$ cat config.mk
export PLATFORM = sky130hd
export DESIGN_NAME = alu_operand_loader
export DESIGN_NICKNAME = d
export VERILOG_FILES = /design/src/rtl/alu_operand_loader_pkg.sv /design/src/rtl/alu_operand_loader_btn_debounce.sv /design/src/rtl/alu_operand_loader.sv
export SDC_FILE = /design/constraint.sdc
export NUM_CORES = 1
export LEC_CHECK = 0
export CAP_MARGIN = 20
export CORE_MARGIN = 2
export CORE_UTILIZATION = 58
export CTS_BUF_LIST = sky130_fd_sc_hd__clkbuf_8 sky130_fd_sc_hd__clkbuf_16
export DETAILED_ROUTE_END_ITERATION = 6
export HOLD_SLACK_MARGIN = 0.05
export PLACE_DENSITY_LB_ADDON = 0.25
export SYNTH_ARGS = -nofsm -noshare
export SYNTH_HDL_FRONTEND = slang
export SYNTH_SLANG_ARGS = --single-unit
$ cat constraint.sdc
create_clock -name clk -period 3.1 [get_ports clk]
set_input_delay 0.775 -clock clk [delete_from_list [all_inputs] [get_ports clk]]
set_output_delay 0.775 -clock clk [all_outputs]
set_load 0.02 [all_outputs]
$ cat src/rtl/alu_operand_loader_pkg.sv
// Shared definitions for the ALU operand loader: state encoding, opcode width
// and the board-default debounce length.
package alu_operand_loader_pkg;

    localparam int OP_W                    = 4;
    localparam int DEFAULT_DEBOUNCE_CYCLES = 1000000;

    // One-hot so the state register can drive the stage LEDs directly.
    typedef enum logic [4:0] {
        ST_A    = 5'b00001,
        ST_B    = 5'b00010,
        ST_OP   = 5'b00100,
        ST_EXEC = 5'b01000,
        ST_DONE = 5'b10000
    } state_e;

endpackage

$ cat src/rtl/alu_operand_loader_btn_debounce.sv
// Pushbutton conditioner: 2-flop synchroniser, stable-run counter and a
// registered one-cycle pulse on each accepted 0->1 transition.
module btn_debounce
    import alu_operand_loader_pkg::*;
#(
    parameter int DEBOUNCE_CYCLES = DEFAULT_DEBOUNCE_CYCLES
) (
    input  logic clk,
    input  logic reset_n,
    input  logic btn_raw,
    output logic level,
    output logic press
);

    localparam int CNT_W = (DEBOUNCE_CYCLES > 2) ? $clog2(DEBOUNCE_CYCLES) : 1;
    localparam logic [CNT_W-1:0] CNT_LAST = CNT_W'(DEBOUNCE_CYCLES - 1);

    logic             sync1_q;
    logic             sync2_q;
    logic [CNT_W-1:0] cnt_q;
    logic [CNT_W-1:0] cnt_d;
    logic             level_q;
    logic             level_d;
    logic             press_q;
    logic             press_d;

    // Bring the asynchronous button level into the clock domain.
    always_ff @(posedge clk or negedge reset_n) begin
        if (!reset_n) begin
            sync1_q <= 1'b0;
            sync2_q <= 1'b0;
        end else begin
            sync1_q <= btn_raw;
            sync2_q <= sync1_q;
        end
    end

    // Count consecutive disagreeing samples; flip the level after a full run.
    always_comb begin
        cnt_d   = cnt_q;
        level_d = level_q;
        press_d = 1'b0;
        if (sync2_q != level_q) begin
            if (cnt_q == CNT_LAST) begin
                cnt_d   = {CNT_W{1'b0}};
                level_d = ~level_q;
                // Only the rising transition is a press; releases stay silent.
                press_d = ~level_q;
            end else begin
                cnt_d = cnt_q + CNT_W'(1);
            end
        end else begin
            cnt_d = {CNT_W{1'b0}};
        end
    end

    // Debounce state registers.
    always_ff @(posedge clk or negedge reset_n) begin
        if (!reset_n) begin
            cnt_q   <= {CNT_W{1'b0}};
            level_q <= 1'b0;
            press_q <= 1'b0;
        end else begin
            cnt_q   <= cnt_d;
            level_q <= level_d;
            press_q <= press_d;
        end
    end

    // Outputs come straight from flops.
    always_comb begin
        level = level_q;
        press = press_q;
    end

endmodule

$ cat src/rtl/alu_operand_loader.sv
// ALU operand entry front end: debounces the next/clear buttons, steps
// A -> B -> OP -> EXEC -> DONE capturing synchronised switch values, and
// issues a one-cycle ALU enable with the operands already stable.
module alu_operand_loader
    import alu_operand_loader_pkg::*;
#(
    parameter int DATA_W          = 16,
    parameter int DEBOUNCE_CYCLES = DEFAULT_DEBOUNCE_CYCLES
) (
    input  logic              clk,
    input  logic              reset_n,
    input  logic [DATA_W-1:0] sw,
    input  logic              btn_next,
    input  logic              btn_clear,
    output logic [DATA_W-1:0] alu_a,
    output logic [DATA_W-1:0] alu_b,
    output logic [OP_W-1:0]   alu_op,
    output logic              alu_enable,
    output logic              result_ready,
    output logic [4:0]        stage
);

    logic [DATA_W-1:0] sw_sync1_q;
    logic [DATA_W-1:0] sw_sync2_q;
    logic              next_press_s;
    logic              clear_press_s;
    logic              unused_next_level_s;
    logic              unused_clear_level_s;
    state_e            state_q;
    state_e            state_d;
    logic [DATA_W-1:0] a_q;
    logic [DATA_W-1:0] a_d;
    logic [DATA_W-1:0] b_q;
    logic [DATA_W-1:0] b_d;
    logic [OP_W-1:0]   op_q;
    logic [OP_W-1:0]   op_d;

    btn_debounce #(
        .DEBOUNCE_CYCLES (DEBOUNCE_CYCLES)
    ) u_next_db (
        .clk     (clk),
        .reset_n (reset_n),
        .btn_raw (btn_next),
        .level   (unused_next_level_s),
        .press   (next_press_s)
    );

    btn_debounce #(
        .DEBOUNCE_CYCLES (DEBOUNCE_CYCLES)
    ) u_clear_db (
        .clk     (clk),
        .reset_n (reset_n),
        .btn_raw (btn_clear),
        .level   (unused_clear_level_s),
        .press   (clear_press_s)
    );

    // Two-flop synchroniser for the quasi-static switch bank.
    always_ff @(posedge clk or negedge reset_n) begin
        if (!reset_n) begin
            sw_sync1_q <= {DATA_W{1'b0}};
            sw_sync2_q <= {DATA_W{1'b0}};
        end else begin
            sw_sync1_q <= sw;
            sw_sync2_q <= sw_sync1_q;
        end
    end

    // State register.
    always_ff @(posedge clk or negedge reset_n) begin
        if (!reset_n) begin
            state_q <= ST_A;
        end else begin
            state_q <= state_d;
        end
    end

    // Next-state logic; clear overrides any simultaneous next press.
    always_comb begin
        state_d = state_q;
        if (clear_press_s) begin
            state_d = ST_A;
        end else begin
            case (state_q)
                ST_A:    state_d = next_press_s ? ST_B    : ST_A;
                ST_B:    state_d = next_press_s ? ST_OP   : ST_B;
                ST_OP:   state_d = next_press_s ? ST_EXEC : ST_OP;
                // EXEC is a single cycle; a press arriving here is ignored.
                ST_EXEC: state_d = ST_DONE;
                ST_DONE: state_d = next_press_s ? ST_A    : ST_DONE;
                default: state_d = ST_A;
            endcase
        end
    end

    // Capture logic: each operand register loads only on its own step.
    always_comb begin
        a_d  = a_q;
        b_d  = b_q;
        op_d = op_q;
        if (clear_press_s) begin
            a_d  = {DATA_W{1'b0}};
            b_d  = {DATA_W{1'b0}};
            op_d = {OP_W{1'b0}};
        end else if (next_press_s) begin
            case (state_q)
                ST_A:    a_d  = sw_sync2_q;
                ST_B:    b_d  = sw_sync2_q;
                ST_OP:   op_d = sw_sync2_q[OP_W-1:0];
                default: a_d  = a_q;
            endcase
        end else begin
            a_d = a_q;
        end
    end

    // Operand and opcode registers.
    always_ff @(posedge clk or negedge reset_n) begin
        if (!reset_n) begin
            a_q  <= {DATA_W{1'b0}};
            b_q  <= {DATA_W{1'b0}};
            op_q <= {OP_W{1'b0}};
        end else begin
            a_q  <= a_d;
            b_q  <= b_d;
            op_q <= op_d;
        end
    end

    // Outputs decoded from registered state only.
    always_comb begin
        alu_a        = a_q;
        alu_b        = b_q;
        alu_op       = op_q;
        alu_enable   = (state_q == ST_EXEC);
        result_ready = (state_q == ST_DONE);
        stage        = state_q;
    end

endmodule

# Word-level counts from Yosys, hierarchy flattened
# Cells that the tools add are included.
# Widths: inputs -> output; s select.
op_classes:
  add_sub_neg: 2
  n_eq_ne: 9
  n_mux: 23
  n_bitwise: 2
  reduce_logical: 9
ops:
  columns: ["op", "count"]
  rows:
  - ["$mux 16", 6]
  - ["$mux 20", 4]
  - ["$add 20x1->20 const B", 2]
  - ["$eq 20x20->1 const B", 2]
  - ["$pmux 5 s5", 1]
  - ["$mux 4", 4]
  - ["$mux 5", 2]
  - ["$reduce_and 2->1", 5]
  - ["$reduce_bool 2->1", 4]
  - ["$eq 5x1->1 const B", 1]
  - ["$eq 5x2->1 const B", 1]
  - ["$eq 5x3->1 const B", 1]
  - ["$eq 5x4->1 const B", 1]
  - ["$eq 5x5->1 const B", 1]
  - ["$mux 1", 4]
  - ["$mux 3", 1]
  - ["$mux 2", 1]
  - ["$ne 1x1->1", 2]
  - ["$not 1->1", 2]
word_totals:
  regBits: 121
  inputBits: 20
  elab_cells: 61

# Longest topological paths before layout
logic_depth:
  ltp_word: 4
  mapped_depth: 6
  ltp_nobuf: 5

# Modules after synthesis
# Synthesis repeated with hierarchy kept, for this count alone.
hier_totals:
  hier_cells: 423
  hier_area_um2: 5221.3
modules_own_cells:
  columns: ["mod", "n_inst", "cells_per_inst", "area_per_inst_um2", "seq_area_each_um2"]
  rows:
  - ["alu_operand_loader", 1, 209, 2851.5, 1828.0]
  - ["btn_debounce", 2, 107, 1184.9, 600.6]

# Worst setup path before layout
# OpenSTA, ideal clock, no wires.
synth_path:
  kind: "register to output"
  start: "register state_q[4] (netlist: stage[4])"
  end: "output port result_ready"
  t_arrival_ps: 1480
  required_time_ps: 2325
  path_slack_ps: 845
  path_stages_with_launch: 4
  n_path_buf: 0
  path_cell_list: "dfrtp_1 inv_1 or3_1 nor3_1"
synth_between:
  elab_chain_cells: 1
synth_lines:
  columns: ["item", "line", "source"]
  rows:
  - ["start, declared", "alu_operand_loader.sv:29", "state_e state_q;"]
  - ["start signal, assigned", "alu_operand_loader.sv:74", "state_q <= state_d;"]
  - ["$eq 5x5->1", "alu_operand_loader.sv:136", "result_ready = (state_q == ST_DONE);"]
  - ["end, declared", "alu_operand_loader.sv:19", "output logic result_ready,"]
# No other way between the ends.

# Worst setup path in the final report
layout_path:
  start: "register state_q[4] (netlist: stage[4])"
  end: "output port alu_enable"
layout_between:
  elab_chain_cells: 1
layout_lines:
  columns: ["item", "line", "source"]
  rows:
  - ["$eq 5x4->1", "alu_operand_loader.sv:135", "alu_enable = (state_q == ST_EXEC);"]
  - ["end, declared", "alu_operand_loader.sv:18", "output logic alu_enable,"]
# No other way between the ends.

==> results_dict.tcl <==
set metrics [dict create \
    ys_seq_elements 121 \
    stdcell_area_um2 6150 \
    hp-class "in2async" \
    synthCells 415 \
    hold_viol 0 \
    area_delta_synth_final_pct 26.41 \
    start_util_pct 59.50 \
    die_width_um 95.58 \
    pre_cts_ws_ps 601.1 \
    synth.area.top_cells "dfrtp_1 (62%), mux2i_1 (8.2%), nor2_1 (6.7%), xnor2_1 (4.7%), nor3_1 (1.6%)" \
    leakage_nw 2.664 \
    clock_tree.root_cell "clkbuf_8" \
    powerDensity_nw_per_um2 581.3 \
    yosysTopAreaCell "dfrtp_1" \
    io_buffer_count 62 \
    dr.first_iter.drc_count 156 \
    max_freq_mhz 330.0 \
    p_comb_share_pct 2.2 \
    finalSetupViolations 0 \
    p_seq_share_pct 45.5 \
    rsz0062_at_grt "no" \
    row_count 33 \
    dr.pass1.iters 4 \
    num_vias 3316 \
    status "completed" \
    post_cts_buffers 0 \
    synth-edff-count 0 \
    tightest_slew_ps 814.4 \
    cts.sinks 121 \
    slew_violations 0 \
    grt_max_degree 51 \
    routed_wirelength_um 9851 \
    overflow 0 \
    timing.reg2reg.worst_path_depth 5 \
    synthArstFlopShare_pct 100.0 \
    switching_share_pct 23.41 \
    cts_tree "built" \
    clock_latency_ps 510 \
    grt_pass1_wl_um 16240 \
    skew_ps 6.697 \
    cp.arrival_ps 2260 \
    power_w 0.003575 \
    layout.nets 509 \
    die_height_um 95.58 \
    numCtsBuffers 17 \
    grt_use_total_pct 23.98 \
    rrSetupSlack_ps 900 \
    clkTransAtPathRegs_ps 60 \
    yosys_warnings 0 \
    r2r_start "stage[3]" \
    synth_ff_type "dfrtp_1" \
    cap_violations 0 \
    ir_drop_mv 0.4347 \
    place_hpwl_um 6101 \
    drc 0 \
    fin_crit_ps 3031 \
    slowest_delay_ps 620 \
    setup_tns_ps 0 \
    synthesis.area_um2 4865 \
    cp-end-kind "primary output" \
    intPower_w 0.002738 \
    ys_seq_area_share_pct 62.27 \
    power.switching_w 0.0008369 \
    crit_path_start_kind "flip-flop" \
    path_class "reg2out" \
    drtAntennaViolNets 0 \
    cts_max_level 4 \
    cp.required_ps 2320 \
    p_clk_share_pct 52.2 \
    r2r-end "alu_b[7]" \
    antenna_found_initial 0 \
    gp_congestion 0.7781 \
    die_area_um2 9136 \
    viasPerCell 5.481 \
    post_drt_wl_per_cell_um 16.28 \
    fin_ws_ps 69.30 \
    slew_headroom_pct 45.71 \
    num_antenna_cells 0 \
    core-area_um2 8175 \
    timing.final.crit_share_pct 97.76 \
    layout-drive-gt1-share_pct 10.00 \
    grt_pass1_vias 3318 \
    synth_fp_nets 437 \
    cts.path.max_buffers 2 \
    crit_slowest_cell "clkdlybuf4s50_1" \
    ios 63 \
    yosysUniqueCellTypes 39 \
    path_cells "nor3_1 -> and3b_1 -> clkdlybuf4s50_1" \
    placed_area_um2 5575 \
    yosysTopAreaCellShare_pct 61.73 \
    crit_fanout 6 \
    syn_avg_cell_area_um2 11.72 \
]
## how the worst max path moves through the flow
stage / from / to / depth (start not counted)
CTS: stage[4] / result_ready / 4
detailed placement: stage[4] / result_ready / 4
global placement: stage[4] / result_ready / 4
finish: stage[4] / alu_enable / 3
global route: stage[1] / alu_enable / 3
floorplan: stage[4] / result_ready / 3
## cell usage in the layout, fill, tap and decap left out, drive strengths merged, types with 3 or more instances in the layout
cell type      instances
clkinv                 3
clkbuf                17
xnor2                 26
nand3                 12
nor3                  17
dfrtp                120
buf                    6
o21ai                  7
xor2                   7
inv                   21
nand4                 14
nand2                 13
and3b                  3
nor4                  12
nor2                  88
mux2i                 40
a21oi                  4
and3                   4
clkdlybuf4s50         60
## per-layer routing
metal | global-route usage (%) | part of all wire, %
met1 | 29.51 | 43
met2 | 39.98 | 51
met4 | 8.929 | 0.95
met5 | 0 | 0
met3 | 7.352 | 5.6
## power groups by stage
stage	combinational [W]	clock, W	sequential, W
6_report	0.0000801	0.00187	0.00163
3_5_place_dp	0.0000821	0	0.00166
2_1_floorplan	0.0000189	0	0.00165
3_3_place_gp	0.0000804	0	0.00165
5_1_grt	0.0000924	0.00198	0.00163
4_1_cts	0.0000830	0.00190	0.00163
## area by class of cell
class / count / area (µm²)
flip-flops and latches: 121 / 3029
fillers: 557 / 2026
repair buffers: 67 / 670.6
multi-input cells: 268 / 1702
clock inverters: 15 / 157.7
inverters: 12 / 45.04
well taps: 105 / 131.4
clock buffers: 17 / 414.1
## stage by stage
stage / utilization, % / hold slack [ps] / std cells
4_1_cts: 75.19 / 282.6 / 605
2_1_floorplan: - / 331.2 / 415
3_3_place_gp: 68.20 / 333.2 / 573
6_report: 75.22 / 277.1 / 605
3_5_place_dp: 68.20 / 334.7 / 573
5_1_grt: 75.22 / 306.3 / 605
## repair_timing
| item | 4_1_cts | 5_1_grt |
|---|---|---|
| setup endpoints to repair | 0 | 1 |
| gates resized for setup | 0 | 1 |
| hold buffers | 0 | 0 |
## worst max-delay path, delay by kind of cell (launching register included)
family / cells / cell delay [ps]
flops: 1 / 440
simple gates: 2 / 690
buf+inv: 1 / 620
## sequential cells by signal (all words and copies together) (netlist names)
register / count
alu_a: 16
alu_b: 16
alu_op: 4
stage: 5
sw_sync1_q: 16
sw_sync2_q: 16
u_clear_db.cnt_q: 20
u_clear_db.level: 1
u_clear_db.press: 1
u_clear_db.sync1_q: 1
u_clear_db.sync2_q: 1
u_next_db.cnt_q: 20
u_next_db.level: 1
u_next_db.press: 1
u_next_db.sync1_q: 1
u_next_db.sync2_q: 1
## cells by family (layout without fill, tap and decap cells)
kind of cell    count (synthesis)  count (layout)  synth area share, %
simple gates                  175             175                17.70
flops                         121             121                62.27
mux                            42              42                8.693
xor+xnor                       33              33                5.941
buf+inv                        26             111                2.752
compound gates                 16              16                2.135
fa+ha+maj                       2               2               0.5143
## synth_stat cells (2+ instances only)
master and number:
a211oi_1 2, a21oi_1 4, a31o_2 2, and2_1 2, and3_1 4, and3b_1 3, buf_2 2, buf_8 2
clkbuf_1 7, dfrtp_1 120, ha_1 2, inv_1 12, mux2_2 2, mux2i_1 40, nand2_1 13, nand3_1 12
nand4_1 12, nand4_2 2, nor2_1 87, nor3_1 16, nor3b_1 2, nor4_1 12, nor4bb_1 2, o21ai_0 5
o21ai_2 2, or4_1 2, xnor2_1 26, xor2_1 7
Power figures use the tool's default switching activity.
